`config.mk`:
```
export PLATFORM = sky130hd
export DESIGN_NAME = pong_rally_controller
export DESIGN_NICKNAME = d
export VERILOG_FILES = /design/src/rtl/pong_rally_controller.sv
export SDC_FILE = /design/constraint.sdc
export NUM_CORES = 1
export LEC_CHECK = 0
export ABC_CLOCK_PERIOD_IN_PS = 3400
export CORE_AREA = 2 2 125 127
export CTS_CLUSTER_SIZE = 30
export DETAILED_ROUTE_END_ITERATION = 7
export DIE_AREA = 0 0 127 129
export PLACE_DENSITY = 0.69
export SLEW_MARGIN = 20
export SYNTH_ARGS = -nofsm -noshare
export SYNTH_HDL_FRONTEND = slang
export SYNTH_SLANG_ARGS = --single-unit
```
`constraint.sdc`:
```
create_clock -name clock -period 3.4 [get_ports clock]
set_input_delay 0.34 -clock clock [delete_from_list [all_inputs] [get_ports clock]]
set_output_delay 0.34 -clock clock [all_outputs]
set_load 0.1 [all_outputs]
```
`src/rtl/pong_rally_controller.sv`:
```
// Rally sequencer for one Pong ball: detects wall/paddle hits and misses,
// drives the bounce command, speed and ball run enable, and keeps both scores.
module pong_rally_controller #(
    parameter int SCREEN_X     = 640,
    parameter int SCREEN_Y     = 480,
    parameter int PADDLE_L_X   = 16,
    parameter int PADDLE_R_X   = 616,
    parameter int PADDLE_W     = 8,
    parameter int PADDLE_H     = 64,
    parameter int WIN_SCORE    = 9,
    parameter int SERVE_CYCLES = 1000,
    parameter int SPEED_INIT   = 4,
    parameter int SPEED_MIN    = 1,
    parameter int RALLY_STEP   = 4
) (
    input  logic       clock,
    input  logic       reset,
    input  logic       start,
    input  logic [9:0] ball_x,
    input  logic [9:0] ball_y,
    input  logic [7:0] ball_size_x,
    input  logic [7:0] ball_size_y,
    input  logic [9:0] paddle_l_y,
    input  logic [9:0] paddle_r_y,
    output logic [1:0] bounce,
    output logic [2:0] speed,
    output logic       ball_run,
    output logic [3:0] score_l,
    output logic [3:0] score_r,
    output logic       game_over,
    output logic       winner
);

    // state     | meaning
    // IDLE      | waiting for start after reset
    // SERVE     | ball held at centre while the serve counter runs
    // PLAY      | ball moving; miss/paddle/wall detection active
    // ACK       | bounce held until the ball position changes
    // SCORE     | one cycle to decide between next serve and game over
    // GAME_OVER | final scores held until start
    typedef enum logic [2:0] {
        ST_IDLE,
        ST_SERVE,
        ST_PLAY,
        ST_ACK,
        ST_SCORE,
        ST_GAME_OVER
    } state_t;

    localparam logic [1:0]  BOUNCE_NONE   = 2'b00;
    localparam logic [1:0]  BOUNCE_PADDLE = 2'b01;
    localparam logic [1:0]  BOUNCE_WALL   = 2'b10;
    localparam logic [10:0] L_FACE_X      = 11'(PADDLE_L_X + PADDLE_W);
    localparam logic [10:0] R_FACE_X      = 11'(PADDLE_R_X);
    localparam logic [10:0] LIMIT_X       = 11'(SCREEN_X);
    localparam logic [10:0] LIMIT_Y       = 11'(SCREEN_Y);
    localparam logic [10:0] PAD_H         = 11'(PADDLE_H);
    localparam logic [15:0] SERVE_LAST    = 16'(SERVE_CYCLES - 1);
    localparam logic [3:0]  HIT_LAST      = 4'(RALLY_STEP - 1);
    localparam logic [3:0]  WIN           = 4'(WIN_SCORE);
    localparam logic [2:0]  SPD_INIT      = 3'(SPEED_INIT);
    localparam logic [2:0]  SPD_MIN       = 3'(SPEED_MIN);

    state_t      state, state_next;
    logic [1:0]  bounce_next;
    logic [2:0]  speed_next;
    logic        ball_run_next;
    logic [3:0]  score_l_next, score_r_next;
    logic        game_over_next, winner_next;
    logic [3:0]  hit_cnt, hit_cnt_next;
    logic [15:0] serve_cnt, serve_cnt_next;
    logic [9:0]  lat_x, lat_x_next;
    logic [9:0]  lat_y, lat_y_next;
    logic        scored_r, scored_r_next;

    logic [10:0] ball_x_w, ball_y_w, sum_x, sum_y;
    logic [10:0] pad_l_top, pad_r_top;
    logic        miss_l, miss_r, hit_l, hit_r, wall, moved;

    // All geometry is done in 11 bits so edge sums never wrap.
    always_comb begin
        ball_x_w  = {1'b0, ball_x};
        ball_y_w  = {1'b0, ball_y};
        sum_x     = ball_x_w + {3'b000, ball_size_x};
        sum_y     = ball_y_w + {3'b000, ball_size_y};
        pad_l_top = {1'b0, paddle_l_y};
        pad_r_top = {1'b0, paddle_r_y};
        miss_l    = (ball_x == 10'd0);
        miss_r    = (sum_x >= LIMIT_X);
        hit_l     = (ball_x_w == L_FACE_X) &&
                    (ball_y_w < pad_l_top + PAD_H) && (sum_y > pad_l_top);
        hit_r     = (sum_x == R_FACE_X) &&
                    (ball_y_w < pad_r_top + PAD_H) && (sum_y > pad_r_top);
        wall      = (ball_y == 10'd0) || (sum_y >= LIMIT_Y);
        moved     = (ball_x != lat_x) || (ball_y != lat_y);
    end

    always_comb begin
        state_next     = state;
        bounce_next    = bounce;
        speed_next     = speed;
        ball_run_next  = ball_run;
        score_l_next   = score_l;
        score_r_next   = score_r;
        game_over_next = game_over;
        winner_next    = winner;
        hit_cnt_next   = hit_cnt;
        serve_cnt_next = serve_cnt;
        lat_x_next     = lat_x;
        lat_y_next     = lat_y;
        scored_r_next  = scored_r;

        case (state)
            ST_IDLE: begin
                ball_run_next = 1'b0;
                if (start) begin
                    score_l_next   = 4'd0;
                    score_r_next   = 4'd0;
                    serve_cnt_next = 16'd0;
                    state_next     = ST_SERVE;
                end
            end

            ST_SERVE: begin
                ball_run_next = 1'b0;
                bounce_next   = BOUNCE_NONE;
                speed_next    = SPD_INIT;
                hit_cnt_next  = 4'd0;
                if (serve_cnt == SERVE_LAST) begin
                    serve_cnt_next = 16'd0;
                    ball_run_next  = 1'b1;
                    state_next     = ST_PLAY;
                end else begin
                    serve_cnt_next = serve_cnt + 16'd1;
                end
            end

            ST_PLAY: begin
                ball_run_next = 1'b1;
                if (miss_l) begin
                    score_r_next  = score_r + 4'd1;
                    scored_r_next = 1'b1;
                    ball_run_next = 1'b0;
                    state_next    = ST_SCORE;
                end else if (miss_r) begin
                    score_l_next  = score_l + 4'd1;
                    scored_r_next = 1'b0;
                    ball_run_next = 1'b0;
                    state_next    = ST_SCORE;
                end else if (hit_l || hit_r) begin
                    bounce_next = BOUNCE_PADDLE;
                    lat_x_next  = ball_x;
                    lat_y_next  = ball_y;
                    state_next  = ST_ACK;
                end else if (wall) begin
                    bounce_next = BOUNCE_WALL;
                    lat_x_next  = ball_x;
                    lat_y_next  = ball_y;
                    state_next  = ST_ACK;
                end
            end

            ST_ACK: begin
                // The bounce register itself records whether this was a paddle ACK.
                if (moved) begin
                    bounce_next = BOUNCE_NONE;
                    state_next  = ST_PLAY;
                    if (bounce == BOUNCE_PADDLE) begin
                        if (hit_cnt == HIT_LAST) begin
                            hit_cnt_next = 4'd0;
                            if (speed > SPD_MIN)
                                speed_next = speed - 3'd1;
                        end else begin
                            hit_cnt_next = hit_cnt + 4'd1;
                        end
                    end
                end
            end

            ST_SCORE: begin
                ball_run_next = 1'b0;
                bounce_next   = BOUNCE_NONE;
                if ((scored_r ? score_r : score_l) == WIN) begin
                    game_over_next = 1'b1;
                    winner_next    = scored_r;
                    state_next     = ST_GAME_OVER;
                end else begin
                    serve_cnt_next = 16'd0;
                    state_next     = ST_SERVE;
                end
            end

            ST_GAME_OVER: begin
                ball_run_next  = 1'b0;
                game_over_next = 1'b1;
                if (start) begin
                    score_l_next   = 4'd0;
                    score_r_next   = 4'd0;
                    game_over_next = 1'b0;
                    serve_cnt_next = 16'd0;
                    state_next     = ST_SERVE;
                end
            end

            default: begin
                state_next = ST_IDLE;
            end
        endcase
    end

    always_ff @(posedge clock) begin
        if (reset) begin
            state     <= ST_IDLE;
            bounce    <= BOUNCE_NONE;
            speed     <= SPD_INIT;
            ball_run  <= 1'b0;
            score_l   <= 4'd0;
            score_r   <= 4'd0;
            game_over <= 1'b0;
            winner    <= 1'b0;
            hit_cnt   <= 4'd0;
            serve_cnt <= 16'd0;
            lat_x     <= 10'd0;
            lat_y     <= 10'd0;
            scored_r  <= 1'b0;
        end else begin
            state     <= state_next;
            bounce    <= bounce_next;
            speed     <= speed_next;
            ball_run  <= ball_run_next;
            score_l   <= score_l_next;
            score_r   <= score_r_next;
            game_over <= game_over_next;
            winner    <= winner_next;
            hit_cnt   <= hit_cnt_next;
            serve_cnt <= serve_cnt_next;
            lat_x     <= lat_x_next;
            lat_y     <= lat_y_next;
            scored_r  <= scored_r_next;
        end
    end

endmodule

```
# After elaboration in Yosys (flattened, before gate mapping)
# Cells that the tools add are included.
[totals] output_inout_bits=16 in_bits=59 register_bits=60 wordCells=138
[op_classes] reduce_logical=32 mux=48 add_sub_neg=9 n_lt_le_gt_ge=7 n_bitwise=2 eq_ne=27
[ops] cell="$mux W16" count=3
[ops] cell="$pmux W16 S3" count=1
[ops] cell="$mux W10" count=4
[ops] cell="$mux W3" count=12
[ops] cell="$mux W4" count=8
[ops] cell="$pmux W4 S2" count=3
[ops] cell="$add A10 B7 Y11 const B" count=2
[ops] cell="$add A10 B8 Y11" count=2
[ops] cell="$gt A11 B10 Y1" count=2
[ops] cell="$lt A10 B11 Y1" count=2
[ops] cell="$ne A2 B2 Y1 const B" count=11
[ops] cell="$logic_not A10 Y1" count=2
[ops] cell="$ne A10 B10 Y1" count=2
[ops] cell="$add A16 B1 Y16 const B" count=1
[ops] cell="$eq A16 B10 Y1 const B" count=1
[ops] cell="$pmux W3 S5" count=1
[ops] cell="$add A4 B1 Y4 const B" count=3
[ops] cell="$reduce_and A4 Y1" count=3
[ops] cell="$eq A11 B10 Y1 const B" count=1
[ops] cell="$ge A11 B10 Y1 const B" count=1
[ops] cell="$ge A11 B9 Y1 const B" count=1
[ops] cell="$eq A10 B5 Y1 const B" count=1
[ops] cell="$mux W2" count=5
[ops] cell="$reduce_and A5 Y1" count=2
[ops] cell="other kinds (26)" count=51

# Logic depth before layout (Yosys ltp)
[logic_depth] word_depth=9 mapped_depth=17

# Least setup slack after synthesis
# No wires, ideal clock.
[synth_timing] path_type="input -> register" from="input ball_y[0]" to="register lat_y[8]" setup_ns=0.118 path_stages=16 arrival_ns=3.476 path_slack_ns=-0.194 path_cell_list="ha_1 > fa_1 > a21oi_1 > nor2_1 > o211ai_1 > nand2_1 > xor2_1 > ha_1 > a21o_1 > a211oi_1 > a21oi_1 > o221ai_1 > o31ai_2 > o31a_4 > buf_12 > mux2i_1"
[synth_between] elab_chain_len=6 word_cells_on_any_way=16 cone_classes="1 x add/sub; 5 x order compare; 1 x mux; 9 x reduce/logical"
[synth_rtl] element="start: declaration" line="20" rtl="input logic [9:0] ball_y,"
[synth_rtl] element="$add A10 B8 Y11, or another cell as far along" line="85" rtl="sum_y = ball_y_w + {3'b000, ball_size_y};"
[synth_rtl] element="$gt A11 B10 Y1, or another cell as far along" line="91" rtl="(ball_y_w < pad_l_top + PAD_H) && (sum_y > pad_l_top);"
[synth_rtl] element="$logic_and A1 B1 Y1, on equally long branches" line="91, 93"
[synth_rtl] element="$logic_or A1 B1 Y1" line="150" rtl="end else if (hit_l || hit_r) begin"
[synth_rtl] element="$reduce_bool A2 Y1 (no line)"
[synth_rtl] element="$reduce_and A4 Y1 (no line)"
[synth_rtl] element="end signal: assignment" line="238" rtl="lat_y <= lat_y_next;"
[synth_rtl] element="end: declaration" line="73" rtl="logic [9:0] lat_y, lat_y_next;"
# Several ways; a longest one is shown, not always the timed one.
# A chain may end at the register's enable or synchronous reset.

# Worst setup path in the final report
[layout_timing] from="input ball_y[0]" to="register lat_y[1]"
# Same word-level chain as after synthesis.

==> reports/qor.txt <==
Status -> complete, but fails checks
Failing checks -> negative setup slack
Final setup violation count -> 20
Worst Skew -> 0.00587 ns
Relative slew slack -> 0.326
Yosys top cell by area -> dfxtp_1
NetSw -> 1.20 mW
Total grt overflow -> 0
Most frequent cell after synthesis -> ha_1
DR pass1 iterations -> 4
Drt drc -> 0
Critical path arrival -> 3.65 ns
Worst-margin pin slew -> 1.01 ns
Antenna diodes -> 0
Final wirelength -> 13900 um
Post-synth EDFFs -> 0
Sequential fraction of the synthesis area -> 0.232
Post-layout min period -> 3.45 ns
Maximum vdd drop -> 0.250 mV
Main synth FF type -> dfxtp_1
Synth Area in Adders -> 0.157
Final HPWL DP -> 10600 um
Core Region -> 15000 sq um
XOR/XNOR Fraction of Synth Area -> 0.0879
Vias/cell -> 5.19
Total power -> 3.17 mW
GPL Wtd Cong -> 0.882
Largest family of logic cells by synthesized area -> simple AND/OR/NAND/NOR gates
Synth top area cells -> dfxtp_1 23%, ha_1 15%, nand2b_1 6.0%
Routed via count -> 5057
Post-Syn Area -> 5180 sq um
Critical Path Sink Type -> flip-flop
Count of cell types in the netlist -> 64
Largest net degree at the start of global routing -> 46
Synth Area in Compound Gates -> 0.172
Register area -> 1200 sq um
Initial Utilization -> 0.346
Synth top area share -> 0.232
Ys async rst share -> 0
Critical Path RT -> 3.60 ns
Setup WS post-layout -> -0.0475 ns
Clock sinks -> 60
Simple-gate share of the synthesized area -> 0.256
Die footprint -> 16400 sq um
Startpoint Class -> input pin
Row Count -> 45
Ys Warns -> 0
Maximum root-to-sink buffer count -> 2
Fmax -> 0.290 GHz
Area occupied by multi-input gates -> 4040 sq um
CTS clk-pin slew, worst paths -> 0.05 ns
RSZ-0062 raised after global routing -> yes
Most frequent cells after synthesis -> 62 x ha_1, 60 x dfxtp_1, 51 x nor2_1
Share of cells above drive strength 1 -> 0.186
Port buffer count -> 74
Post-route ant nets -> 0
Final period utilization -> 1.01
Slew Limit Fails -> 0
DRT iter0 DRCs -> 243
Total track usage -> 0.168
Layout area overhead -> 39.2%
Combinational share of power -> 0.446
Vert. Die Dim -> 129 um
Clock Latency Late Sink -> 0.32 ns
Clock root buffer -> clkbuf_16
Net Sw Frac -> 0.380
P per Cell Area -> 439 nW/um^2
Inserted Clock Buffers -> 9
Hold Path Class -> in2reg
LEAKAGE -> 2.92 nW
Maxcap violations -> 0
Boundary Pins -> 75
Sequential share of power -> 0.264
CTS tree -> built
First-pass GRT wire length -> 22900 um
Fillers -> 1432
Synthesized flop and latch total -> 60
Syn Nets -> 761
Clock network fraction of total power -> 0.290
Power Internal -> 1.96 mW
H-tree levels -> 3
Post-Syn Instances -> 638
Crit-path max FO -> 6
Mean Syn Cell Area -> 8.12 sq um
Crit Path Category -> in2reg
Post-DR wirelength/cell -> 14.3 um
Mux cell area share after synthesis -> 0.0463
Die width -> 127 um
Final hold vios -> 0
Vias in the first global route -> 4779
Nets -> 904
Initial antenna violation count -> 0
WHS -> 0.447 ns
[power groups by stage]
stage               Clock, mW  Combinational [mW]  Sequential (mW)
finish                  0.918                1.41            0.836
global route            0.966                1.54            0.849
CTS                     0.932                1.38            0.836
detailed placement          0                1.31            0.850
global placement            0                1.30            0.850
floorplan                   0               0.705             1.03
[cells in the final DEF, fill, tap and decap left out, types with 6 or more instances in the layout]
cell type	instances
o21ai_1	6
nand2b_1	50
dlygate4sd2_1	8
o21ai_0	28
nand2_1	28
xor2_1	32
buf_4	72
mux2i_1	24
or3_1	14
clkdlybuf4s50_1	62
and3_1	6
nand3_1	15
nand4_1	15
nor3_1	14
inv_1	38
a21o_1	8
nor4_1	15
nor2_1	50
a21oi_1	38
clkbuf_16	9
ha_1	55
ha_4	7
dfxtp_1	60
xnor2_1	16
[path summary, 6_finish.rpt]
check	from	endpoint	slack, ns	depth (start not counted)
min	ball_y[0]	lat_y[0]	0.45	4
min reg2reg	hit_cnt[1]	hit_cnt[1]	0.48	2
max reg2reg	state[1]	serve_cnt[11]	0.96	6
max	ball_y[0]	lat_y[1]	-0.05	19
[through the flow]
stage / std cells / area (sq um) / setup TNS, ns / worst slack (ns) / utilization
after CTS: 970 / 7120 / -0.141 / -0.0799 / 0.475
after detailed placement: 945 / 6590 / -18.70 / -0.843 / 0.440
final: 974 / 7220 / -0.402 / -0.0475 / 0.482
after global routing: 974 / 7220 / -3.28 / -0.181 / 0.482
after global placement: 945 / 6590 / -17.23 / -0.766 / 0.440
after floorplan: 638 / 5240 / -0.0213 / -0.00232 / -
[layer usage]
layer  global-route usage  up-vias  wire [um]
met1                0.230     2353       6700
met2                0.285       94       6620
li1                     -     2598          -
met5                    0        -          0
met4               0.0330        0        154
met3               0.0249       12        403
[flip-flops by register name (all words and copies together), names as in the netlist, 2 cells and up]
signal     flops
state          3
bounce         2
score_l        4
lat_y         10
speed          3
serve_cnt     16
score_r        4
hit_cnt        4
lat_x         10
[cell families after synthesis]
kind of cell,count (synthesis)
DFF,60
buffers and inverters,58
and+or+nand+nor,242
muxes,24
adders and majority gates,64
AOI/OAI and AO/OA,138
xor gates and xnor gates,52
[layout make-up]
type                       instances  area share
clock buffer                      12      0.0355
clock inverter                     4     0.00659
inverter                          38      0.0198
multi-input combinational        523       0.559
sequential                        60       0.166
tap                              188      0.0326
timing repair buffer             149       0.180
[critical path, stage by stage]
cell	delay, ns
buf_6	0.10
ha_4	0.16
fa_2	0.39
a21oi_4	0.19
nor2_4	0.05
o211ai_1	0.22
nand2_1	0.14
xor2_2	0.17
buf_4	0.15
ha_4	0.26
and4_1	0.19
nand4_1	0.10
o22ai_2	0.14
a21oi_2	0.06
o221ai_2	0.23
o31ai_4	0.11
buf_6	0.16
o31a_4	0.34
mux2i_1	0.14
[what timing repair did]
item / in CTS / in global routing
resized for setup: 56 / 12
setup endpoints to repair: 23 / 23
buffers inserted: 7 / 3
gates cloned: 2 / 1
pin swaps: 29 / 17
hold buffers: 0 / 0
(Power assumes the default switching activity.)
